## src/rtl/wb_stage_if.sv

```systemverilog
// ---------------------------------------------------------------------------
// wb_stage_if
// Bundle between the MEM stage / decode (master side) and the write-back stage
// (slave side).
//   MEM -> WB   : in_valid, in_data, in_dst, in_regwrite, in_halt, stall, flush
//   decode -> WB: rd_addr1, rd_addr2
//   WB -> regs  : wb_data, wb_we (one-hot per register), wb_dst, wb_valid
//   WB -> core  : halted, retire_cnt
//   WB -> decode: byp_hit1, byp_hit2, byp_data
// ---------------------------------------------------------------------------
interface wb_stage_if #(
    parameter int DATA_W = 16,
    parameter int ADDR_W = 4
);
    localparam int NREG = 2 ** ADDR_W;

    logic              in_valid;
    logic [DATA_W-1:0] in_data;
    logic [ADDR_W-1:0] in_dst;
    logic              in_regwrite;
    logic              in_halt;
    logic              stall;
    logic              flush;
    logic [ADDR_W-1:0] rd_addr1;
    logic [ADDR_W-1:0] rd_addr2;

    logic [DATA_W-1:0] wb_data;
    logic [NREG-1:0]   wb_we;
    logic [ADDR_W-1:0] wb_dst;
    logic              wb_valid;
    logic              halted;
    logic [15:0]       retire_cnt;
    logic              byp_hit1;
    logic              byp_hit2;
    logic [DATA_W-1:0] byp_data;

    modport master (
        output in_valid, in_data, in_dst, in_regwrite, in_halt, stall, flush,
               rd_addr1, rd_addr2,
        input  wb_data, wb_we, wb_dst, wb_valid, halted, retire_cnt,
               byp_hit1, byp_hit2, byp_data
    );

    modport slave (
        input  in_valid, in_data, in_dst, in_regwrite, in_halt, stall, flush,
               rd_addr1, rd_addr2,
        output wb_data, wb_we, wb_dst, wb_valid, halted, retire_cnt,
               byp_hit1, byp_hit2, byp_data
    );
endinterface

```

## src/rtl/wb_stage.sv

```systemverilog
// ---------------------------------------------------------------------------
// wb_stage
// MEM/WB pipeline register plus register-file write driver of the 16-bit core.
// Latches the retiring instruction, drives write data and one-hot write enables
// into the register array, counts retired instructions and keeps a sticky halt
// flag.
// Ports:
//   clk  - system clock, rising edge
//   rst  - synchronous, active-high reset
//   bus  - wb_stage_if.slave (MEM inputs, stall/flush, read addresses,
//          write-back outputs, halted, retire_cnt, bypass outputs)
// Build option:
//   WB_BYPASS_EN - when defined, byp_hit1/byp_hit2 flag a same-cycle
//                  write-then-read on each read port; otherwise they are 0.
// ---------------------------------------------------------------------------
module wb_stage #(
    parameter int DATA_W = 16,
    parameter int ADDR_W = 4
) (
    input  logic        clk,
    input  logic        rst,
    wb_stage_if.slave   bus
);
    localparam int NREG = 2 ** ADDR_W;

    logic              valid_q, valid_d;
    logic [DATA_W-1:0] data_q, data_d;
    logic [ADDR_W-1:0] dst_q, dst_d;
    logic              regwrite_q, regwrite_d;
    logic              halt_q, halt_d;
    logic              halted_q, halted_d;
    logic [15:0]       retire_cnt_q, retire_cnt_d;

    logic              retire;
    logic              halt_set;
    logic              wr_active;
    logic [NREG-1:0]   we;

    always_comb begin
        // The held instruction leaves the stage whenever it is not stalled;
        // a flush replaces it with a bubble but does not cancel its retirement.
        retire       = valid_q & ~bus.stall;
        halt_set     = retire & halt_q;
        halted_d     = halted_q | halt_set;
        retire_cnt_d = retire ? retire_cnt_q + 16'd1 : retire_cnt_q;

        valid_d    = valid_q;
        data_d     = data_q;
        dst_d      = dst_q;
        regwrite_d = regwrite_q;
        halt_d     = halt_q;

        if (bus.flush) begin
            valid_d = 1'b0;
        end else if (!bus.stall) begin
            // Gating with halted_d (not halted_q) also drops the instruction
            // right behind the HLT, so nothing after the HLT ever retires.
            valid_d    = bus.in_valid & ~halted_d;
            data_d     = bus.in_data;
            dst_d      = bus.in_dst;
            regwrite_d = bus.in_regwrite;
            halt_d     = bus.in_halt;
        end
    end

    always_ff @(posedge clk) begin
        if (rst) begin
            valid_q      <= 1'b0;
            data_q       <= '0;
            dst_q        <= '0;
            regwrite_q   <= 1'b0;
            halt_q       <= 1'b0;
            halted_q     <= 1'b0;
            retire_cnt_q <= '0;
        end else begin
            valid_q      <= valid_d;
            data_q       <= data_d;
            dst_q        <= dst_d;
            regwrite_q   <= regwrite_d;
            halt_q       <= halt_d;
            halted_q     <= halted_d;
            retire_cnt_q <= retire_cnt_d;
        end
    end

    // Register 0 is hard-wired; it never receives a write enable.
    assign wr_active = valid_q & regwrite_q & (dst_q != '0);

    always_comb begin
        we = '0;
        if (wr_active) begin
            we[dst_q] = 1'b1;
        end
    end

    assign bus.wb_data    = data_q;
    assign bus.wb_we      = we;
    assign bus.wb_dst     = dst_q;
    assign bus.wb_valid   = valid_q;
    assign bus.halted     = halted_q;
    assign bus.retire_cnt = retire_cnt_q;
    assign bus.byp_data   = data_q;

`ifdef WB_BYPASS_EN
    assign bus.byp_hit1 = wr_active & (dst_q == bus.rd_addr1);
    assign bus.byp_hit2 = wr_active & (dst_q == bus.rd_addr2);
`else
    // Without bypass, decode interlocks on the dependency instead.
    logic unused_rd_addr;
    assign unused_rd_addr = ^{bus.rd_addr1, bus.rd_addr2};
    assign bus.byp_hit1   = 1'b0;
    assign bus.byp_hit2   = 1'b0;
`endif

endmodule
```

## src/flat_wrapper.sv

```systemverilog
// flat-port wrapper written by rule: the top's interface ports become plain ports
module wb_stage_flat 
#(
    parameter int DATA_W = 16,
    parameter int ADDR_W = 4
)
  (clk, rst, bus_in_valid, bus_in_data, bus_in_dst, bus_in_regwrite, bus_in_halt, bus_stall, bus_flush, bus_rd_addr1, bus_rd_addr2, bus_wb_data, bus_wb_we, bus_wb_dst, bus_wb_valid, bus_halted, bus_retire_cnt, bus_byp_hit1, bus_byp_hit2, bus_byp_data);
  wb_stage_if #(.DATA_W(DATA_W), .ADDR_W(ADDR_W)) bus_i ();
  input  logic clk;
  input  logic rst;
  input wire logic [$bits(bus_i.in_valid)-1:0] bus_in_valid;
  input wire logic [$bits(bus_i.in_data)-1:0] bus_in_data;
  input wire logic [$bits(bus_i.in_dst)-1:0] bus_in_dst;
  input wire logic [$bits(bus_i.in_regwrite)-1:0] bus_in_regwrite;
  input wire logic [$bits(bus_i.in_halt)-1:0] bus_in_halt;
  input wire logic [$bits(bus_i.stall)-1:0] bus_stall;
  input wire logic [$bits(bus_i.flush)-1:0] bus_flush;
  input wire logic [$bits(bus_i.rd_addr1)-1:0] bus_rd_addr1;
  input wire logic [$bits(bus_i.rd_addr2)-1:0] bus_rd_addr2;
  output wire logic [$bits(bus_i.wb_data)-1:0] bus_wb_data;
  output wire logic [$bits(bus_i.wb_we)-1:0] bus_wb_we;
  output wire logic [$bits(bus_i.wb_dst)-1:0] bus_wb_dst;
  output wire logic [$bits(bus_i.wb_valid)-1:0] bus_wb_valid;
  output wire logic [$bits(bus_i.halted)-1:0] bus_halted;
  output wire logic [$bits(bus_i.retire_cnt)-1:0] bus_retire_cnt;
  output wire logic [$bits(bus_i.byp_hit1)-1:0] bus_byp_hit1;
  output wire logic [$bits(bus_i.byp_hit2)-1:0] bus_byp_hit2;
  output wire logic [$bits(bus_i.byp_data)-1:0] bus_byp_data;
  assign bus_i.in_valid = bus_in_valid;
  assign bus_i.in_data = bus_in_data;
  assign bus_i.in_dst = bus_in_dst;
  assign bus_i.in_regwrite = bus_in_regwrite;
  assign bus_i.in_halt = bus_in_halt;
  assign bus_i.stall = bus_stall;
  assign bus_i.flush = bus_flush;
  assign bus_i.rd_addr1 = bus_rd_addr1;
  assign bus_i.rd_addr2 = bus_rd_addr2;
  assign bus_wb_data = bus_i.wb_data;
  assign bus_wb_we = bus_i.wb_we;
  assign bus_wb_dst = bus_i.wb_dst;
  assign bus_wb_valid = bus_i.wb_valid;
  assign bus_halted = bus_i.halted;
  assign bus_retire_cnt = bus_i.retire_cnt;
  assign bus_byp_hit1 = bus_i.byp_hit1;
  assign bus_byp_hit2 = bus_i.byp_hit2;
  assign bus_byp_data = bus_i.byp_data;
  wb_stage #(.DATA_W(DATA_W), .ADDR_W(ADDR_W)) u_core (.clk(clk), .rst(rst), .bus(bus_i));
endmodule
```

## config.mk

```make
export PLATFORM = sky130hd
export DESIGN_NAME = wb_stage_flat
export DESIGN_NICKNAME = d
export VERILOG_FILES = /design/src/rtl/wb_stage_if.sv /design/src/rtl/wb_stage.sv /design/src/flat_wrapper.sv
export SDC_FILE = /design/constraint.sdc
export NUM_CORES = 1
export LEC_CHECK = 0
export ABC_AREA = 0
export CAP_MARGIN = 20
export CORE_MARGIN = 8
export CORE_UTILIZATION = 34
export CTS_CLUSTER_DIAMETER = 50
export DETAILED_ROUTE_END_ITERATION = 10
export GPL_TIMING_DRIVEN = 0
export PLACE_DENSITY = 0.84
export SLEW_MARGIN = 40
export SYNTH_ARGS = -nofsm -noshare
export SYNTH_HDL_FRONTEND = slang
export SYNTH_SLANG_ARGS = --single-unit
```

## constraint.sdc

```tcl
create_clock -name clk -period 1.6 [get_ports clk]
set_input_delay 0.16 -clock clk [delete_from_list [all_inputs] [get_ports clk]]
set_output_delay 0.16 -clock clk [all_outputs]
set_load 0.05 [all_outputs]
```

==> report_table.html <==
<table>
<tr><th>Metric</th><th>Value</th></tr>
<tr><th colspan="2">Floorplanning</th></tr>
<tr><td>Die width</td><td>88.9 um</td></tr>
<tr><td>Starting utilization of the core area</td><td>between 30% and 40%</td></tr>
<tr><td>Height of the die</td><td>88.9 um</td></tr>
<tr><td>Total Die Area</td><td>just under 8000 um^2</td></tr>
<tr><td>Area of the core</td><td>just over 5000 um^2</td></tr>
<tr><td>IO Pins</td><td>107</td></tr>
<tr><td>Placement Rows</td><td>26</td></tr>
<tr><th colspan="2">Pwr</th></tr>
<tr><td>Power after layout</td><td>2.09 mW</td></tr>
<tr><td>Maximum VDD drop</td><td>between 0.0004 and 0.0005 V</td></tr>
<tr><td>Static power due to leakage</td><td>1.40 nW</td></tr>
<tr><td>Cell Pwr Density</td><td>around 680 nW/um^2</td></tr>
<tr><th colspan="2">Yosys</th></tr>
<tr><td>Cell count after synthesis</td><td>roughly 230</td></tr>
<tr><td>Dominant cells by area after synthesis</td><td>dfxtp_1, nand2_1, buf_4, a21oi_1, nor2_1</td></tr>
<tr><td>Average cell area after synthesis</td><td>between 8 and 9 um^2</td></tr>
<tr><td>Post-synthesis instance area</td><td>roughly 1800 um^2</td></tr>
<tr><td>Main flop type after synthesis</td><td>dfxtp_1</td></tr>
<tr><td>Synth cell types</td><td>35</td></tr>
<tr><td>Number of flops mapped to enable cells by yosys</td><td>0</td></tr>
<tr><td>Portion of the post-synthesis area used by sequential elements</td><td>44.3%</td></tr>
<tr><td>Top cell type's share of synthesized area</td><td>44.3%</td></tr>
<tr><td>Most frequent cells after synthesis</td><td>nand2_1, dfxtp_1, a21oi_1</td></tr>
<tr><td>Top-count cell post-synth</td><td>nand2_1</td></tr>
<tr><td>Number of synthesis warnings</td><td>0</td></tr>
<tr><td>Fraction of registers with async set or reset after synthesis</td><td>0%</td></tr>
<tr><td>Post-synth top area cell</td><td>dfxtp_1</td></tr>
<tr><td>Register bit total from synthesis</td><td>40</td></tr>
<tr><th colspan="2">Cells and area</th></tr>
<tr><td>Fill cell instance count of the final layout</td><td>480</td></tr>
<tr><td>Layout net count</td><td>371</td></tr>
<tr><td>Synthesis-to-finish area growth</td><td>70.3%</td></tr>
<tr><td>Multi-input gate area</td><td>976 um^2</td></tr>
<tr><td># diodes</td><td>0</td></tr>
<tr><td>Sequential cell area</td><td>around 840 um^2</td></tr>
<tr><td>Filler-free cell count of the finished design</td><td>406</td></tr>
<tr><td>Finished layout cell area</td><td>around 3100 um^2</td></tr>
<tr><td>Share of cells above drive strength 1</td><td>approximately 27%</td></tr>
<tr><th colspan="2">Detailed routing</th></tr>
<tr><td>Vias</td><td>between 1500 and 2000</td></tr>
<tr><td>WL per Instance</td><td>between 10 and 15 um</td></tr>
<tr><td>Post-detailed-route count of antenna-violating nets</td><td>0</td></tr>
<tr><td>DR DRC count</td><td>0</td></tr>
<tr><td>Number of search-and-repair iterations in the first detailed-routing pass</td><td>4</td></tr>
<tr><td>Post-Route WL</td><td>approximately 5700 um</td></tr>
<tr><td>First DRT Iteration DRCs</td><td>59</td></tr>
<tr><td>Detail-routed via count per cell</td><td>4.56</td></tr>
<tr><th colspan="2">GRT</th></tr>
<tr><td>First-pass GRT wire length</td><td>roughly 8300 um</td></tr>
<tr><td>Number of global-route vias before repair</td><td>between 1500 and 2000</td></tr>
<tr><td>Maximum number of pins on one net before global-route repair</td><td>13</td></tr>
<tr><td>Total gr overflow</td><td>0</td></tr>
<tr><td>Initial antenna violation count</td><td>0</td></tr>
<tr><td>Global routing usage summed across all routing layers</td><td>13.6%</td></tr>
<tr><th colspan="2">Clock tree</th></tr>
<tr><td>Clock Sink Count</td><td>40</td></tr>
<tr><td>Clock-pin transition on the worst setup and hold timing paths</td><td>80 ps</td></tr>
<tr><td>Worst skew pair latency</td><td>290 ps</td></tr>
<tr><td>Number of hold-repair buffers added at the cts stage</td><td>0</td></tr>
<tr><td>Level count of the clock H-tree</td><td>2</td></tr>
<tr><td>TritonCTS Buffers</td><td>5</td></tr>
<tr><td>Clk buf depth</td><td>2</td></tr>
<tr><td>CTS tree</td><td>built</td></tr>
<tr><td>Master cell of the clock root buffer</td><td>clkbuf_8</td></tr>
<tr><th colspan="2">Critical path</th></tr>
<tr><td>Delay of the slowest cell on the worst path</td><td>approximately 380 ps</td></tr>
<tr><td>Slowest-stage cell, CP</td><td>dfxtp_4</td></tr>
<tr><td>Arrival time of the worst setup path</td><td>between 1000 and 1500 ps</td></tr>
<tr><td>Required time of the critical path</td><td>between 1000 and 1500 ps</td></tr>
<tr><td>Worst path cell trace</td><td>nand2_4, nor2_4, nand2_4, buf_4, nor2_4, buf_8</td></tr>
<tr><td>Startpoint class of the critical path</td><td>flop</td></tr>
<tr><td>Critical path class</td><td>flop to primary output</td></tr>
<tr><td>Top fanout value on the critical path</td><td>5</td></tr>
<tr><td>Kind of end point of the critical path</td><td>primary output</td></tr>
<tr><th colspan="2">Timing</th></tr>
<tr><td>Maximum operating frequency</td><td>649 MHz</td></tr>
<tr><td>Number of failing hold endpoints at the final stage</td><td>0</td></tr>
<tr><td>Number of endpoints failing setup at the final stage</td><td>0</td></tr>
<tr><td>Unrepaired setup endpoints after global routing</td><td>true</td></tr>
<tr><td>Pin slew with the least headroom to its limit</td><td>between 500 and 600 ps</td></tr>
<tr><td>Worst Setup Slack, final</td><td>between 50 and 60 ps</td></tr>
<tr><td>Clk_skew</td><td>between 6 and 7 ps</td></tr>
<tr><td>Final Critical Period</td><td>1540 ps</td></tr>
<tr><td>Final cycle utilization of the critical path</td><td>between 90% and 100%</td></tr>
<tr><td>Setup TNS after final layout</td><td>0 ps</td></tr>
<tr><td>Max-slew headroom at the worst pin</td><td>approximately 66%</td></tr>
<tr><td>Final max-slew violation count</td><td>0</td></tr>
<tr><th colspan="2">Place</th></tr>
<tr><td>Post-detailed-placement cell area</td><td>2990 um^2</td></tr>
<tr><td>Setup slack at placement</td><td>-478 ps</td></tr>
<tr><td>I/O Buffers</td><td>94</td></tr>
<tr><td>Gpl congestion</td><td>around 0.77</td></tr>
<tr><td>Post-placement cell count</td><td>391</td></tr>
<tr><td>Hpwl dp</td><td>4490 um</td></tr>
<tr><th colspan="2">Worst hold path</th></tr>
<tr><td>Hold Path Class</td><td>input pin to flop</td></tr>
<tr><th colspan="2">Run status</th></tr>
<tr><td>Outcome</td><td>complete, no violations</td></tr>
<tr><th colspan="2">Flow run</th></tr>
<tr><td>Max-Cap Viols</td><td>0</td></tr>
</table>
## metal layers
layer	global-route usage (%)	share of wire, %	wire [um]	up-vias
met5	0	0	0	-
met1	13.0	37	2130	844
li1	-	-	-	952
met4	5.68	1.5	88	0
met2	25.9	54	3090	49
met3	4.14	7.5	430	7
## registers in the layout, summed over array words and instances, names as in the netlist
register and cells:
u_core.bus.wb_valid 1, u_core.bus.wb_dst 4, u_core.bus.halted 1, u_core.bus.retire_cnt 16
u_core.bus.byp_data 16, u_core.halt_q 1, u_core.regwrite_q 1
## through the flow
stage	util, %	hold slack [ps]
2_1_floorplan	-	229
3_3_place_gp	58.6	460
3_5_place_dp	58.6	465
4_1_cts	58.9	261
5_1_grt	60.2	292
6_report	60.2	256
## report_power, final
| part | internal, mW | total, mW | switching [mW] |
|---|---|---|---|
| Sequential | 1.01 | 1.05 | 0.0347 |
| Clock | 0.306 | 0.638 | 0.332 |
| Combinational | 0.145 | 0.403 | 0.258 |
| Total | 1.46 | 2.09 | 0.625 |
## final timing paths
check                              start                        end  slack [ps]  cells after the start
setup reg to reg     u_core.bus.wb_valid  u_core.bus.retire_cnt[15]          60                      6
hold / removal                       rst  u_core.bus.retire_cnt[12]         260                      2
hold reg to reg   u_core.bus.byp_data[7]     u_core.bus.byp_data[7]         470                      2
setup / recovery     u_core.bus.wb_valid              bus_wb_we[10]          60                      6
## cell usage in the layout, fill, tap and decap left out, types with 2 or more instances in the layout
master           Yosys  routed
dlygate4sd2_1        0      54
nand2_1             51      48
buf_4               20      34
a21oi_1             26      26
clkdlybuf4s50_1      0      25
dfxtp_1             40      24
nor2_1              25      15
clkbuf_1             8       8
dfxtp_4              0       8
dfxtp_2              0       8
nor2_2               1       7
xor2_1               7       7
nand4_1              6       6
xnor2_1              5       5
clkbuf_8             0       5
nor2_4               0       4
nor4_4               0       3
nor3_4               0       3
buf_6                0       3
nor3_1               6       3
nand3_1              3       3
conb_1               1       3
clkbuf_4             0       3
nand2_4              0       2
nand2b_2             0       2
clkbuf_2             0       2
## logic make-up after synthesis
logic type,after synthesis,share of synthesized area [%]
flops,40,44.3
compound gates,31,9.21
fa+ha+maj,1,0.692
other cells,1,0.208
simple gates,110,29.0
xor+xnor,12,5.82
buf+inv,29,10.2
mux,1,0.554
## final cells by class
cell class                      count  share of cell area, %
Clock buffer                        7                   2.48
Inverter                            1                  0.122
Tap cell                           70                   2.85
Multi-Input combinational cell    158                   31.7
Sequential cell                    40                   27.3
Clock inverter                      1                  0.163
Timing Repair Buffer              101                   29.3
Buffer                             28                   6.06
## worst max-delay path, delay by kind of cell (launching register included)
kind / cells / cell delay [ps]
AND/OR/NAND/NOR: 4 / 410
flip-flops: 1 / 380
buffers and inverters: 2 / 310
## what timing repair did
action / 4_1_cts / 5_1_grt
pin swaps: 3 / 1
setup buffers: 5 / 2
gates resized for setup: 143 / 25
setup endpoints to repair: 70 / 19
endpoints found under the hold margin: 0 / 0
No activity file was read; power rests on OpenSTA's default activity.
